$ cat src/rtl/conv_pkg.sv
`default_nettype none
// ============================================================================
//  Module   : conv_pkg
//  Purpose  : Shared types and helpers for the convolution address sequencer.
//             Holds the sequencer state encoding and the address/counter
//             width helper used by the interface, top and counters.
//  Ports    : none (package)
//  Revision : 1.0  initial release
// ============================================================================
package conv_pkg;

   // Sequencer states, explicitly encoded on two bits.
   typedef enum logic [1:0] {
      ST_IDLE     = 2'd0,
      ST_RUN      = 2'd1,
      ST_WAIT_OUT = 2'd2,
      ST_DONE     = 2'd3
   } state_t;

   // Bits needed to hold any value in 0..span-1; never less than one bit so
   // that degenerate dimensions (e.g. a single channel) still get a port.
   function automatic int unsigned addr_width(input int unsigned span);
      return (span <= 32'd1) ? 32'd1 : 32'($clog2(span));
   endfunction

endpackage
`default_nettype wire

$ cat src/rtl/conv_sequencer_if.sv
`default_nettype none
// ============================================================================
//  Module   : conv_sequencer_if
//  Purpose  : Control, tap-address and output-handshake bundle of the
//             convolution sequencer. Address widths are derived from the
//             same geometry parameters as the sequencer itself.
//  Ports    : master - sequencer side (drives status, taps, output address)
//             slave  - controller/consumer side (drives start, abort,
//                      out_ready)
//  Revision : 1.0  initial release
// ============================================================================
interface conv_sequencer_if
   import conv_pkg::*;
#(
   parameter int INPUT_WIDTH    = 64,
   parameter int INPUT_HEIGHT   = 64,
   parameter int INPUT_CHANNELS = 1,
   parameter int WINDOW_SIZE    = 3,
   parameter int NUM_NEURONS    = 30
) ();

   localparam int unsigned c_ow     = INPUT_WIDTH  - WINDOW_SIZE + 1;
   localparam int unsigned c_oh     = INPUT_HEIGHT - WINDOW_SIZE + 1;
   localparam int unsigned c_in_aw  = addr_width(INPUT_WIDTH * INPUT_HEIGHT * INPUT_CHANNELS);
   localparam int unsigned c_w_aw   = addr_width(INPUT_CHANNELS * WINDOW_SIZE * WINDOW_SIZE * NUM_NEURONS);
   localparam int unsigned c_out_aw = addr_width(c_ow * c_oh * NUM_NEURONS);

   logic                start;
   logic                abort;
   logic                out_ready;
   logic                busy;
   logic                done;
   logic                tap_valid;
   logic                tap_first;
   logic                tap_last;
   logic [c_in_aw-1:0]  in_addr;
   logic [c_w_aw-1:0]   w_addr;
   logic                out_valid;
   logic [c_out_aw-1:0] out_addr;

   modport master (
      input  start, abort, out_ready,
      output busy, done, tap_valid, tap_first, tap_last,
             in_addr, w_addr, out_valid, out_addr
   );

   modport slave (
      output start, abort, out_ready,
      input  busy, done, tap_valid, tap_first, tap_last,
             in_addr, w_addr, out_valid, out_addr
   );

endinterface
`default_nettype wire

$ cat src/rtl/conv_index_counter.sv
`default_nettype none
// ============================================================================
//  Module   : conv_index_counter
//  Purpose  : One loop index of the convolution nest. Counts 0..MAX_VAL,
//             wrapping to zero, and flags a carry into the next-outer index.
//  Ports    : clk     - clock
//             rst     - synchronous active-high reset
//             i_clr   - synchronous clear (wins over i_inc)
//             i_inc   - advance by one this cycle
//             o_count - current index value
//             o_carry - i_inc while at MAX_VAL (index wraps this cycle)
//  Revision : 1.0  initial release
// ============================================================================
module conv_index_counter #(
   parameter int MAX_VAL = 1,
   parameter int CNT_W   = 1
) (
   input  wire              clk,
   input  wire              rst,
   input  wire              i_clr,
   input  wire              i_inc,
   output logic [CNT_W-1:0] o_count,
   output logic             o_carry
);

   localparam logic [CNT_W-1:0] c_max_val = CNT_W'(MAX_VAL);
   localparam logic [CNT_W-1:0] c_one     = CNT_W'(1);

   logic [CNT_W-1:0] r_count;
   logic             w_at_max;

   assign w_at_max = (r_count == c_max_val);

   always_ff @(posedge clk) begin
      if (rst || i_clr) begin
         r_count <= '0;
      end else if (i_inc) begin
         r_count <= w_at_max ? '0 : (r_count + c_one);
      end
   end

   assign o_count = r_count;
   assign o_carry = i_inc && w_at_max;

endmodule
`default_nettype wire

$ cat src/rtl/conv_sequencer.sv
`default_nettype none
// ============================================================================
//  Module   : conv_sequencer
//  Purpose  : Walks the six-deep convolution loop nest i, j, n, k, l, m
//             (outer to inner). Issues one input/weight tap address pair per
//             cycle while in RUN, then presents the output address in
//             WAIT_OUT until the consumer accepts it.
//  Ports    : clk   - clock, rising edge
//             reset - synchronous active-high reset
//             bus   - conv_sequencer_if.master: start/abort/out_ready in,
//                     busy/done/tap_valid/tap_first/tap_last/in_addr/
//                     w_addr/out_valid/out_addr out
//  Revision : 1.0  initial release
// ============================================================================
module conv_sequencer
   import conv_pkg::*;
#(
   parameter int INPUT_WIDTH    = 64,
   parameter int INPUT_HEIGHT   = 64,
   parameter int INPUT_CHANNELS = 1,
   parameter int WINDOW_SIZE    = 3,
   parameter int NUM_NEURONS    = 30
) (
   input  wire               clk,
   input  wire               reset,
   conv_sequencer_if.master  bus
);

   localparam int unsigned c_ow     = INPUT_WIDTH  - WINDOW_SIZE + 1;
   localparam int unsigned c_oh     = INPUT_HEIGHT - WINDOW_SIZE + 1;
   localparam int unsigned c_in_aw  = addr_width(INPUT_WIDTH * INPUT_HEIGHT * INPUT_CHANNELS);
   localparam int unsigned c_w_aw   = addr_width(INPUT_CHANNELS * WINDOW_SIZE * WINDOW_SIZE * NUM_NEURONS);
   localparam int unsigned c_out_aw = addr_width(c_ow * c_oh * NUM_NEURONS);

   localparam int unsigned c_i_w  = addr_width(c_ow);
   localparam int unsigned c_j_w  = addr_width(c_oh);
   localparam int unsigned c_n_w  = addr_width(NUM_NEURONS);
   localparam int unsigned c_k_w  = addr_width(INPUT_CHANNELS);
   localparam int unsigned c_ws_w = addr_width(WINDOW_SIZE);

   localparam logic [c_k_w-1:0]  c_k_max  = c_k_w'(INPUT_CHANNELS - 1);
   localparam logic [c_ws_w-1:0] c_ws_max = c_ws_w'(WINDOW_SIZE - 1);

   state_t r_state;
   state_t w_next_state;

   logic w_run;
   logic w_wait;
   logic w_abort_act;
   logic w_clr;
   logic w_handshake;

   logic [c_i_w-1:0]  w_i_cnt;
   logic [c_j_w-1:0]  w_j_cnt;
   logic [c_n_w-1:0]  w_n_cnt;
   logic [c_k_w-1:0]  w_k_cnt;
   logic [c_ws_w-1:0] w_l_cnt;
   logic [c_ws_w-1:0] w_m_cnt;

   logic w_i_carry;
   logic w_j_carry;
   logic w_n_carry;
   logic w_k_carry;
   logic w_l_carry;
   logic w_m_carry;

   // ------------------------------------------------------------------------
   // Counter control
   // ------------------------------------------------------------------------
   assign w_run       = (r_state == ST_RUN);
   assign w_wait      = (r_state == ST_WAIT_OUT);
   assign w_abort_act = bus.abort && (w_run || w_wait);
   assign w_handshake = w_wait && bus.out_ready;

   // Indices are held at zero whenever no pass is active, so every start
   // begins at the origin regardless of how the previous pass ended.
   assign w_clr = w_abort_act || (r_state == ST_IDLE) || (r_state == ST_DONE);

   // Tap indices (m innermost) advance every RUN cycle; output indices
   // (n innermost) advance only on an accepted output.
   conv_index_counter #(.MAX_VAL(WINDOW_SIZE - 1), .CNT_W(c_ws_w)) u_cnt_m (
      .clk(clk), .rst(reset), .i_clr(w_clr), .i_inc(w_run),
      .o_count(w_m_cnt), .o_carry(w_m_carry)
   );

   conv_index_counter #(.MAX_VAL(WINDOW_SIZE - 1), .CNT_W(c_ws_w)) u_cnt_l (
      .clk(clk), .rst(reset), .i_clr(w_clr), .i_inc(w_m_carry),
      .o_count(w_l_cnt), .o_carry(w_l_carry)
   );

   conv_index_counter #(.MAX_VAL(INPUT_CHANNELS - 1), .CNT_W(c_k_w)) u_cnt_k (
      .clk(clk), .rst(reset), .i_clr(w_clr), .i_inc(w_l_carry),
      .o_count(w_k_cnt), .o_carry(w_k_carry)
   );

   conv_index_counter #(.MAX_VAL(NUM_NEURONS - 1), .CNT_W(c_n_w)) u_cnt_n (
      .clk(clk), .rst(reset), .i_clr(w_clr), .i_inc(w_handshake),
      .o_count(w_n_cnt), .o_carry(w_n_carry)
   );

   conv_index_counter #(.MAX_VAL(c_oh - 1), .CNT_W(c_j_w)) u_cnt_j (
      .clk(clk), .rst(reset), .i_clr(w_clr), .i_inc(w_n_carry),
      .o_count(w_j_cnt), .o_carry(w_j_carry)
   );

   conv_index_counter #(.MAX_VAL(c_ow - 1), .CNT_W(c_i_w)) u_cnt_i (
      .clk(clk), .rst(reset), .i_clr(w_clr), .i_inc(w_j_carry),
      .o_count(w_i_cnt), .o_carry(w_i_carry)
   );

   // ------------------------------------------------------------------------
   // FSM: state register
   // ------------------------------------------------------------------------
   always_ff @(posedge clk) begin
      if (reset) begin
         r_state <= ST_IDLE;
      end else begin
         r_state <= w_next_state;
      end
   end

   // ------------------------------------------------------------------------
   // FSM: next state. Abort is tested before the tap/handshake conditions
   // so it wins over out_ready.
   // ------------------------------------------------------------------------
   always_comb begin
      w_next_state = r_state;
      case (r_state)
         ST_IDLE: begin
            if (bus.start) w_next_state = ST_RUN;
         end
         ST_RUN: begin
            if (bus.abort)      w_next_state = ST_IDLE;
            else if (w_k_carry) w_next_state = ST_WAIT_OUT;
         end
         ST_WAIT_OUT: begin
            if (bus.abort)        w_next_state = ST_IDLE;
            else if (w_handshake) w_next_state = w_i_carry ? ST_DONE : ST_RUN;
         end
         ST_DONE: begin
            w_next_state = ST_IDLE;
         end
         default: begin
            w_next_state = ST_IDLE;
         end
      endcase
   end

   // ------------------------------------------------------------------------
   // FSM: outputs, decoded from the state register and index counters only.
   // ------------------------------------------------------------------------
   always_comb begin
      bus.busy      = w_run || w_wait;
      bus.done      = (r_state == ST_DONE);
      bus.tap_valid = w_run;
      bus.tap_first = w_run && (w_k_cnt == '0) && (w_l_cnt == '0) && (w_m_cnt == '0);
      bus.tap_last  = w_run && (w_k_cnt == c_k_max) && (w_l_cnt == c_ws_max)
                      && (w_m_cnt == c_ws_max);
      bus.out_valid = w_wait;

      bus.in_addr  = '0;
      bus.w_addr   = '0;
      bus.out_addr = '0;

      if (w_run) begin
         bus.in_addr = c_in_aw'(((32'(w_i_cnt) + 32'(w_l_cnt)) * INPUT_HEIGHT
                                 + (32'(w_j_cnt) + 32'(w_m_cnt))) * INPUT_CHANNELS
                                 + 32'(w_k_cnt));
         bus.w_addr  = c_w_aw'(((32'(w_k_cnt) * WINDOW_SIZE + 32'(w_l_cnt)) * WINDOW_SIZE
                                + 32'(w_m_cnt)) * NUM_NEURONS + 32'(w_n_cnt));
      end

      if (w_wait) begin
         bus.out_addr = c_out_aw'((32'(w_i_cnt) * c_oh + 32'(w_j_cnt)) * NUM_NEURONS
                                  + 32'(w_n_cnt));
      end
   end

endmodule
`default_nettype wire

$ cat src/flat_wrapper.sv
// flat-port wrapper written by rule: the top's interface ports become plain ports
module conv_sequencer_flat import conv_pkg::*;
#(
   parameter int INPUT_WIDTH    = 64,
   parameter int INPUT_HEIGHT   = 64,
   parameter int INPUT_CHANNELS = 1,
   parameter int WINDOW_SIZE    = 3,
   parameter int NUM_NEURONS    = 30
)
  (clk, reset, bus_start, bus_abort, bus_out_ready, bus_busy, bus_done, bus_tap_valid, bus_tap_first, bus_tap_last, bus_in_addr, bus_w_addr, bus_out_valid, bus_out_addr);
  conv_sequencer_if #(.INPUT_WIDTH(INPUT_WIDTH), .INPUT_HEIGHT(INPUT_HEIGHT), .INPUT_CHANNELS(INPUT_CHANNELS), .WINDOW_SIZE(WINDOW_SIZE), .NUM_NEURONS(NUM_NEURONS)) bus_i ();
  input  wire clk;
  input  wire reset;
  input wire logic [$bits(bus_i.start)-1:0] bus_start;
  input wire logic [$bits(bus_i.abort)-1:0] bus_abort;
  input wire logic [$bits(bus_i.out_ready)-1:0] bus_out_ready;
  output wire logic [$bits(bus_i.busy)-1:0] bus_busy;
  output wire logic [$bits(bus_i.done)-1:0] bus_done;
  output wire logic [$bits(bus_i.tap_valid)-1:0] bus_tap_valid;
  output wire logic [$bits(bus_i.tap_first)-1:0] bus_tap_first;
  output wire logic [$bits(bus_i.tap_last)-1:0] bus_tap_last;
  output wire logic [$bits(bus_i.in_addr)-1:0] bus_in_addr;
  output wire logic [$bits(bus_i.w_addr)-1:0] bus_w_addr;
  output wire logic [$bits(bus_i.out_valid)-1:0] bus_out_valid;
  output wire logic [$bits(bus_i.out_addr)-1:0] bus_out_addr;
  assign bus_i.start = bus_start;
  assign bus_i.abort = bus_abort;
  assign bus_i.out_ready = bus_out_ready;
  assign bus_busy = bus_i.busy;
  assign bus_done = bus_i.done;
  assign bus_tap_valid = bus_i.tap_valid;
  assign bus_tap_first = bus_i.tap_first;
  assign bus_tap_last = bus_i.tap_last;
  assign bus_in_addr = bus_i.in_addr;
  assign bus_w_addr = bus_i.w_addr;
  assign bus_out_valid = bus_i.out_valid;
  assign bus_out_addr = bus_i.out_addr;
  conv_sequencer #(.INPUT_WIDTH(INPUT_WIDTH), .INPUT_HEIGHT(INPUT_HEIGHT), .INPUT_CHANNELS(INPUT_CHANNELS), .WINDOW_SIZE(WINDOW_SIZE), .NUM_NEURONS(NUM_NEURONS)) u_core (.clk(clk), .reset(reset), .bus(bus_i));
endmodule
$ cat config.mk
export PLATFORM = sky130hd
export DESIGN_NAME = conv_sequencer_flat
export DESIGN_NICKNAME = d
export VERILOG_FILES = /design/src/rtl/conv_pkg.sv /design/src/rtl/conv_sequencer_if.sv /design/src/rtl/conv_index_counter.sv /design/src/rtl/conv_sequencer.sv /design/src/flat_wrapper.sv
export SDC_FILE = /design/constraint.sdc
export NUM_CORES = 1
export LEC_CHECK = 0
export CAP_MARGIN = 20
export CELL_PAD_IN_SITES_DETAIL_PLACEMENT = 2
export CELL_PAD_IN_SITES_GLOBAL_PLACEMENT = 2
export CORE_ASPECT_RATIO = 1.4
export CORE_UTILIZATION = 32
export DETAILED_ROUTE_END_ITERATION = 7
export GPL_ROUTABILITY_DRIVEN = 0
export PLACE_DENSITY_LB_ADDON = 0.1
export SYNTH_ARGS = -nofsm -noshare
export SYNTH_HDL_FRONTEND = slang
export SYNTH_SLANG_ARGS = --single-unit
$ cat constraint.sdc
create_clock -name clk -period 8.7 [get_ports clk]
set_input_delay 1.305 -clock clk [delete_from_list [all_inputs] [get_ports clk]]
set_output_delay 1.305 -clock clk [all_outputs]
set_load 0.005 [all_outputs]
==> results of run 1 <==
==> sequential cells by signal (all words and copies together) (netlist names) <==
name	cells
u_core.u_cnt_i.o_count	6
u_core.u_cnt_j.o_count	6
u_core.u_cnt_n.o_count	5
u_core.r_state	2
u_core.u_cnt_l.o_count	2
u_core.u_cnt_m.o_count	2
==> kinds of logic after synthesis <==
| logic type | synth area share [%] |
|---|---|
| AND/OR/NAND/NOR | 20.0 |
| adder cells (fa/ha/maj) | 35.8 |
| AO/OA/AOI/OAI | 16.0 |
| buffers and inverters | 8.53 |
| XOR/XNOR | 10.3 |
| flip-flops | 8.60 |
| multiplexers | 0.748 |
==> layout make-up <==
class / instances / area [um^2]
inverter: 104 / 390
multi-input combinational: 526 / 4830
sequential: 23 / 463
timing repair buffer: 102 / 885
fill: 1818 / 9350
clock buffer: 4 / 78.8
tap: 199 / 249
==> power by group through the flow <==
stage	Sequential (mW)	Clock (mW)	Combinational, mW
floorplan	0.110	0	0.0240
global placement	0.111	0	0.0414
detailed placement	0.111	0	0.0432
CTS	0.109	0.105	0.0436
global route	0.109	0.108	0.0476
finish	0.109	0.103	0.0425
==> through the flow <==
| stage | power [mW] | instance area, um^2 | hold slack [ns] | util, % | setup slack [ns] |
|---|---|---|---|---|---|
| 5_1_grt | 0.265 | 6900 | 0.590 | 42.5 | -0.143 |
| 4_1_cts | 0.257 | 6590 | 0.545 | 40.6 | -0.116 |
| 2_1_floorplan | 0.134 | 5350 | 0.476 | - | 0.270 |
| 3_3_place_gp | 0.152 | 6270 | 0.495 | 38.6 | 0.0336 |
| 6_report | 0.254 | 6900 | 0.539 | 42.5 | 0.133 |
| 3_5_place_dp | 0.154 | 6270 | 0.533 | 38.6 | -0.227 |
==> how the worst min path moves through the flow <==
stage | start | slack (ns) | to
floorplan | u_core.r_state[1] | 0.48 | u_core.r_state[1]
global placement | u_core.r_state[1] | 0.49 | u_core.r_state[1]
detailed placement | u_core.r_state[1] | 0.53 | u_core.r_state[1]
CTS | u_core.r_state[1] | 0.55 | u_core.r_state[1]
global route | u_core.r_state[1] | 0.59 | u_core.r_state[1]
finish | u_core.r_state[1] | 0.54 | u_core.r_state[1]
==> tightest hold or removal path, cell delays in order (launching register included) <==
cell      delay, ns
dfxtp_1        0.34
nand2b_1       0.09
a21oi_1        0.06
==> layer usage <==
| metal | routed length (um) | up-vias | GRT usage, % |
|---|---|---|---|
| li1 | - | 2409 | - |
| met1 | 6390 | 2538 | 19.9 |
| met2 | 9820 | 46 | 41.1 |
| met3 | 113 | 17 | 0.740 |
| met4 | 285 | 0 | 5.21 |
| met5 | 0 | - | 0 |
==> repair_timing <==
item                                    CTS  global route
resized for setup                        36            56
buffers inserted                         13             7
hold buffers                              0             0
endpoints found under the setup margin    6             8
pin swaps                                14            34
gates cloned                              0             0
==> layout by cell type (no fill, tap or decap), types with 3 or more instances in the layout <==
cell / netlist / layout
or3_1: 9 / 9
nand2_1: 27 / 26
buf_4: 0 / 52
nor2_2: 0 / 4
nand3_1: 19 / 18
a211oi_1: 6 / 3
a21oi_2: 0 / 5
and3_1: 5 / 4
o21a_1: 10 / 9
o21ai_2: 0 / 3
nor3b_1: 6 / 3
mux2i_1: 4 / 4
ha_1: 86 / 78
o22ai_1: 3 / 3
clkdlybuf4s50_1: 0 / 43
dfxtp_1: 23 / 21
fa_1: 41 / 41
inv_2: 0 / 3
xor2_1: 25 / 20
nand4_1: 9 / 9
xor2_2: 0 / 5
inv_1: 103 / 100
a21o_1: 13 / 13
a211oi_2: 1 / 3
dlygate4sd2_1: 0 / 3
nor2_1: 65 / 61
nor2b_1: 14 / 12
clkbuf_16: 0 / 3
xnor2_2: 0 / 4
and2_1: 16 / 16
nand2b_1: 6 / 6
nor3_1: 8 / 7
a21oi_1: 43 / 37
o21ai_0: 22 / 17
ha_4: 0 / 6
xnor2_1: 38 / 34
==> out/summary.txt, run 1 <==
Outcome = finished, final reports clean
Iter 0 DRT Violations = 53
Die ar. = 0.0173 mm^2
Seq/Total Area, Yosys = 8.60%
Clock share of power = 40.4%
Stages on the worst setup path = 30
Final WL = 16600 um
Ant diodes = 0
CP max FO = 4
Combinational Power Share = 16.8%
Top cell type by total area after synthesis = ha_1
Switching share of total power = 26.7%
Clk_lat worst skew = 0.26 ns
Setup crit end = bus_out_addr[16]
Most frequent cell after synthesis = inv_1
Critical path class = flop to primary output
Fmax = 0.117 GHz
Slew headroom = 54.4%
Ranking of synthesized cells by area = ha_1 20%, fa_1 15%, dfxtp_1 8.6%, inv_1 7.2%, xnor2_1 6.2%
Part of the power in registers = 42.8%
Clock Skews = 0.00237 ns
CP max-delay cell = fa_1
Vias in the first global route = 5710
Crit path DAT = 7.26 ns
Initial DRT Pass Iterations = 4
Leakage = 3.16 nW
Post-synth ARST share = 0%
Synth top area share = 20.1%
Starting Density = 33.0%
Maxcap violations = 0
Family with the most delay on the worst path = adder cells
RSZ-0062 raised after global routing = yes
Crit-path max cell delay = 0.56 ns
Wire per inst = 17.3 um
CP Buf/Inv Count = 7
Worst hold path class = flop to flop
CTS Buf Count = 3
P_int = 0.186 mW
Final cycle utilization of the critical path = 98.5%
CTS tree = yes
PwrDens = 36.8 mW/mm^2
CP startpoint = u_core.u_cnt_i.o_count[1]
Nets = 892
Vias per inst = 5.23
Antenna viol nets, final = 0
Peak supply drop = 0.0000618 V
Clock slew at reported path FFs = 0.06 ns
DP HPWL = 13100 um
First-pass GRT wire length = 27400 um
Final setup viols = 0
Ys flop type = dfxtp_1
Mapped Area = 0.00535 mm^2
Final Hold Viols = 0
Buffers added on ports = 48
Total congestion overflow = 0
Core Footprint = 0.0162 mm^2
Yosys reg bits = 23
Placed cells = 934
CP Launch Type = flop
Hold path cells = 2
Worst r2r dst = u_core.u_cnt_i.o_count[3]
Clock tree buffer depth = 2
Std-Cell Rows = 55
Reg2reg start = u_core.r_state[0]
Synth Warn # = 0
Net Count, Synth = 802
Synth cell count leaders = 103 x inv_1, 86 x ha_1, 65 x nor2_1, 43 x a21oi_1, 41 x fa_1
R2R cell count = 9
Initial antenna violation count = 0
Reg-to-reg slack, setup = 5.47 ns
Syn avg cell area = 7.99 um^2
Post-Syn Instances = 670
CTS sink count = 23
Required @ worst endpoint = 7.39 ns
Largest net degree at the start of global routing = 20
Num ports = 49
Synth-to-layout area growth = 28.8%
Fin. max-slew vios = 0
Critical path endpoint category = primary output
Worst slew pin tran = 0.683 ns
Die H = 155 um
Die W = 111 um
GRT Resource Usage Total = 19.2%
Final setup TNS = 0 ns
Fin crit period = 8.57 ns
Non-Filler Instances = 958
Critical Path Most Common Cell = fa_1
Root Driver = clkbuf_16
Net Switching = 0.0676 mW
EDFF count, synth = 0
Total number of vias = 5010
Detailed-route DRC error count = 0
# H-tree levels = 1
Ratio of cells with drive above 1 in the final layout = 17.3%
Yosys cell types = 63
Note: power is estimated with default switching activity, not from simulation.
==> inputs of run 2 (changes only) <==
--- a/config.mk
+++ b/config.mk
@@ -9,7 +9,8 @@
 export CELL_PAD_IN_SITES_DETAIL_PLACEMENT = 2
 export CELL_PAD_IN_SITES_GLOBAL_PLACEMENT = 2
 export CORE_ASPECT_RATIO = 1.4
-export CORE_UTILIZATION = 32
+export CORE_UTILIZATION = 33
+export CTS_BUF_LIST = sky130_fd_sc_hd__clkbuf_4
 export DETAILED_ROUTE_END_ITERATION = 7
 export GPL_ROUTABILITY_DRIVEN = 0
 export PLACE_DENSITY_LB_ADDON = 0.1
==> run 2 against run 1 <==
Against the previous run: the run now ends with setup timing left; non-clock buffer count is 10 higher; via count is 0.26% higher; first-iteration DRC count is 7.5% higher; sequential power hardly changed; critical path depth is 1 higher; wire length is 3.6% higher; total power is 18% lower; clock power is 43% lower; final cell count is 0.84% higher.
==> out/summary.txt, run 2 (synthesis gave the netlist of run 1 again) <==
Outcome = finished with violations
Failing checks = setup timing
Critical path endpoint category = primary output
Detailed-route DRC error count = 0 (unchanged)
Final WL = 17200 um (+3.6%)
Initial DRT Pass Iterations = 4 (unchanged)
CTS tree = yes
Worst hold path class = flop to flop
Non-Filler Instances = 966 (+0.84%)
Critical Path Most Common Cell = fa_1
Nets = 902 (+1.1%)
PwrDens = 29.9 mW/mm^2 (-19%)
Final setup viols = 1 (+1)
Commonest cells after routing, fill and taps aside = 97 x inv_1, 77 x ha_1, 60 x nor2_1, 60 x buf_4, 42 x clkdlybuf4s50_1
Hold_sp = u_core.r_state[1]
Largest net degree at the start of global routing = 20 (unchanged)
CP startpoint = u_core.u_cnt_i.o_count[2]
Total congestion overflow = 0 (unchanged)
CP max-delay cell = fa_1
CTS Hold Buffers Added = 0 (unchanged)
Final Hold Slack = 0.541 ns (+0.00227 ns)
Part of the power in registers = 52.0% (+9.2 points)
Vias in the first global route = 5638 (-1.3%)
Ratio of cells with drive above 1 in the final layout = 19.5% (+2.2 points)
Combinational Power Share = 20.1% (+3.3 points)
Filler cell count = 1762 (-3.1%)
Fin. max-slew vios = 0 (unchanged)
Clock Skews = 0.00632 ns (+0.00395 ns)
CP Launch Type = flop
Wire per inst = 17.8 um (+2.8%)
Final worst setup slack = -0.0301 ns (-0.163 ns)
Clock slew at reported path FFs = 0.14 ns (+0.08 ns)
Crit path DAT = 7.43 ns (+0.17 ns)
GRT Resource Usage Total = 20.0% (+0.74 points)
Num ports = 49 (unchanged)
RSZ-0062 raised after global routing = yes
Core Footprint = 0.0157 mm^2 (-3.1%)
Clock tree buffer depth = 2 (unchanged)
Peak supply drop = 0.0000489 V (-21%)
First-pass GRT wire length = 27100 um (-1.1%)
Antenna viol nets, final = 0 (unchanged)
Die W = 110 um (-1.5%)
Std-Cell Rows = 54 (-1.8%)
Fmax = 0.115 GHz (-1.9%)
Net Switching = 0.0639 mW (-5.5%)
Clock share of power = 28.0% (-12 points)
Vias per inst = 5.20 (-0.57%)
Worst slew pin tran = 0.662 ns (-0.0214 ns)
Crit-path max cell delay = 0.57 ns (about the same)
Synth-to-layout area growth = 29.9%
Iter 0 DRT Violations = 57 (+7.5%)
Final Hold Viols = 0 (unchanged)
CP max FO = 3 (-1)
Die H = 153 um (-1.5%)
Initial antenna violation count = 1 (+1)
Leakage = 3.22 nW (+1.6%)
DP HPWL = 13200 um (+1.0%)
Final Util = 44.2% (+1.7 points)
P_int = 0.144 mW (-22%)
# H-tree levels = 1 (unchanged)
Slew headroom = 55.8% (+1.4 points)
Root Driver = clkbuf_4
Critical path class = flop to primary output
CTS Buf Count = 3 (unchanged)
Final cycle utilization of the critical path = 100% (+1.9 points)
Total number of vias = 5023 (+0.26%)
Most common cell after layout, fill and taps aside = inv_1
Required @ worst endpoint = 7.39 ns (about the same)
Die ar. = 0.0167 mm^2 (-3.0%)
Buffers added on ports = 48 (unchanged)
Switching share of total power = 30.7% (+4.0 points)
Placed cells = 936 (+0.21%)
Fin crit period = 8.73 ns (+0.163 ns)
Reg2reg start = u_core.r_state[0]
Clk_lat worst skew = 0.34 ns (+0.08 ns)
Maxcap violations = 0 (unchanged)
Starting Density = 34.0% (+1.0 points)
CTS sink count = 23 (unchanged)
## run 2: layer usage
layer | routed length (um) | vias to the layer above | track usage, %
met2 | 10200 | 43 | 41.5
met5 | 0 | - | 0
li1 | - | 2426 | -
met1 | 6640 | 2535 | 21.7
met4 | 274 | 0 | 3.43
met3 | 143 | 19 | 0.513
## run 2: critical path, delay by kind of cell (launching register included)
kind | cells | cell delay (ns)
AND/OR/NAND/NOR | 9 | 1.96
flip-flops | 1 | 0.39
AO/OA/AOI/OAI | 5 | 0.86
buffers and inverters | 9 | 0.66
XOR/XNOR | 1 | 0.08
adder cells (fa/ha/maj) | 7 | 3.11
## run 2: through the flow
stage | setup TNS (ns) | area (um^2) | power, mW | worst slack (ns)
floorplan | 0 | 5350 | 0.134 | 0.270
global placement | 0 | 6310 | 0.152 | 0.0445
detailed placement | -0.453 | 6310 | 0.154 | -0.299
CTS | -0.0555 | 6630 | 0.212 | -0.0555
global route | -1.27 | 6960 | 0.219 | -0.377
finish | -0.0301 | 6960 | 0.208 | -0.0301
## run 2: area by class of cell
cell class / instances / area, um^2 / area share [%]
Sequential cell: 23 / 468 / 6.73
Multi-Input combinational cell: 526 / 4860 / 69.9
Clock buffer: 4 / 30.0 / 0.432
Timing Repair Buffer: 112 / 957 / 13.8
Antenna cell: 1 / 2.50 / 0.0360
Tap cell: 196 / 245 / 3.53
Inverter: 104 / 390 / 5.61
## run 2: power groups by stage
stage          Clock, mW  Sequential (mW)  Combinational (mW)
2_1_floorplan          0            0.110              0.0240
3_3_place_gp           0            0.111              0.0414
3_5_place_dp           0            0.111              0.0425
4_1_cts           0.0606            0.108              0.0431
5_1_grt           0.0645            0.109              0.0462
6_report          0.0582            0.108              0.0418
## run 2: final timing paths
kind                                                   to  slack, ns  depth (start not counted)
worst min register to register          u_core.r_state[1]       0.54                          2
worst min-delay path                    u_core.r_state[1]       0.54                          2
worst max-delay path                     bus_out_addr[16]      -0.03                         31
worst max register to register  u_core.u_cnt_i.o_count[2]       5.35                          9
## run 2: repair_timing
action,CTS,global route
setup buffers,16,9
pin swaps,22,38
endpoints found under the setup margin,6,8
resized for setup,52,60
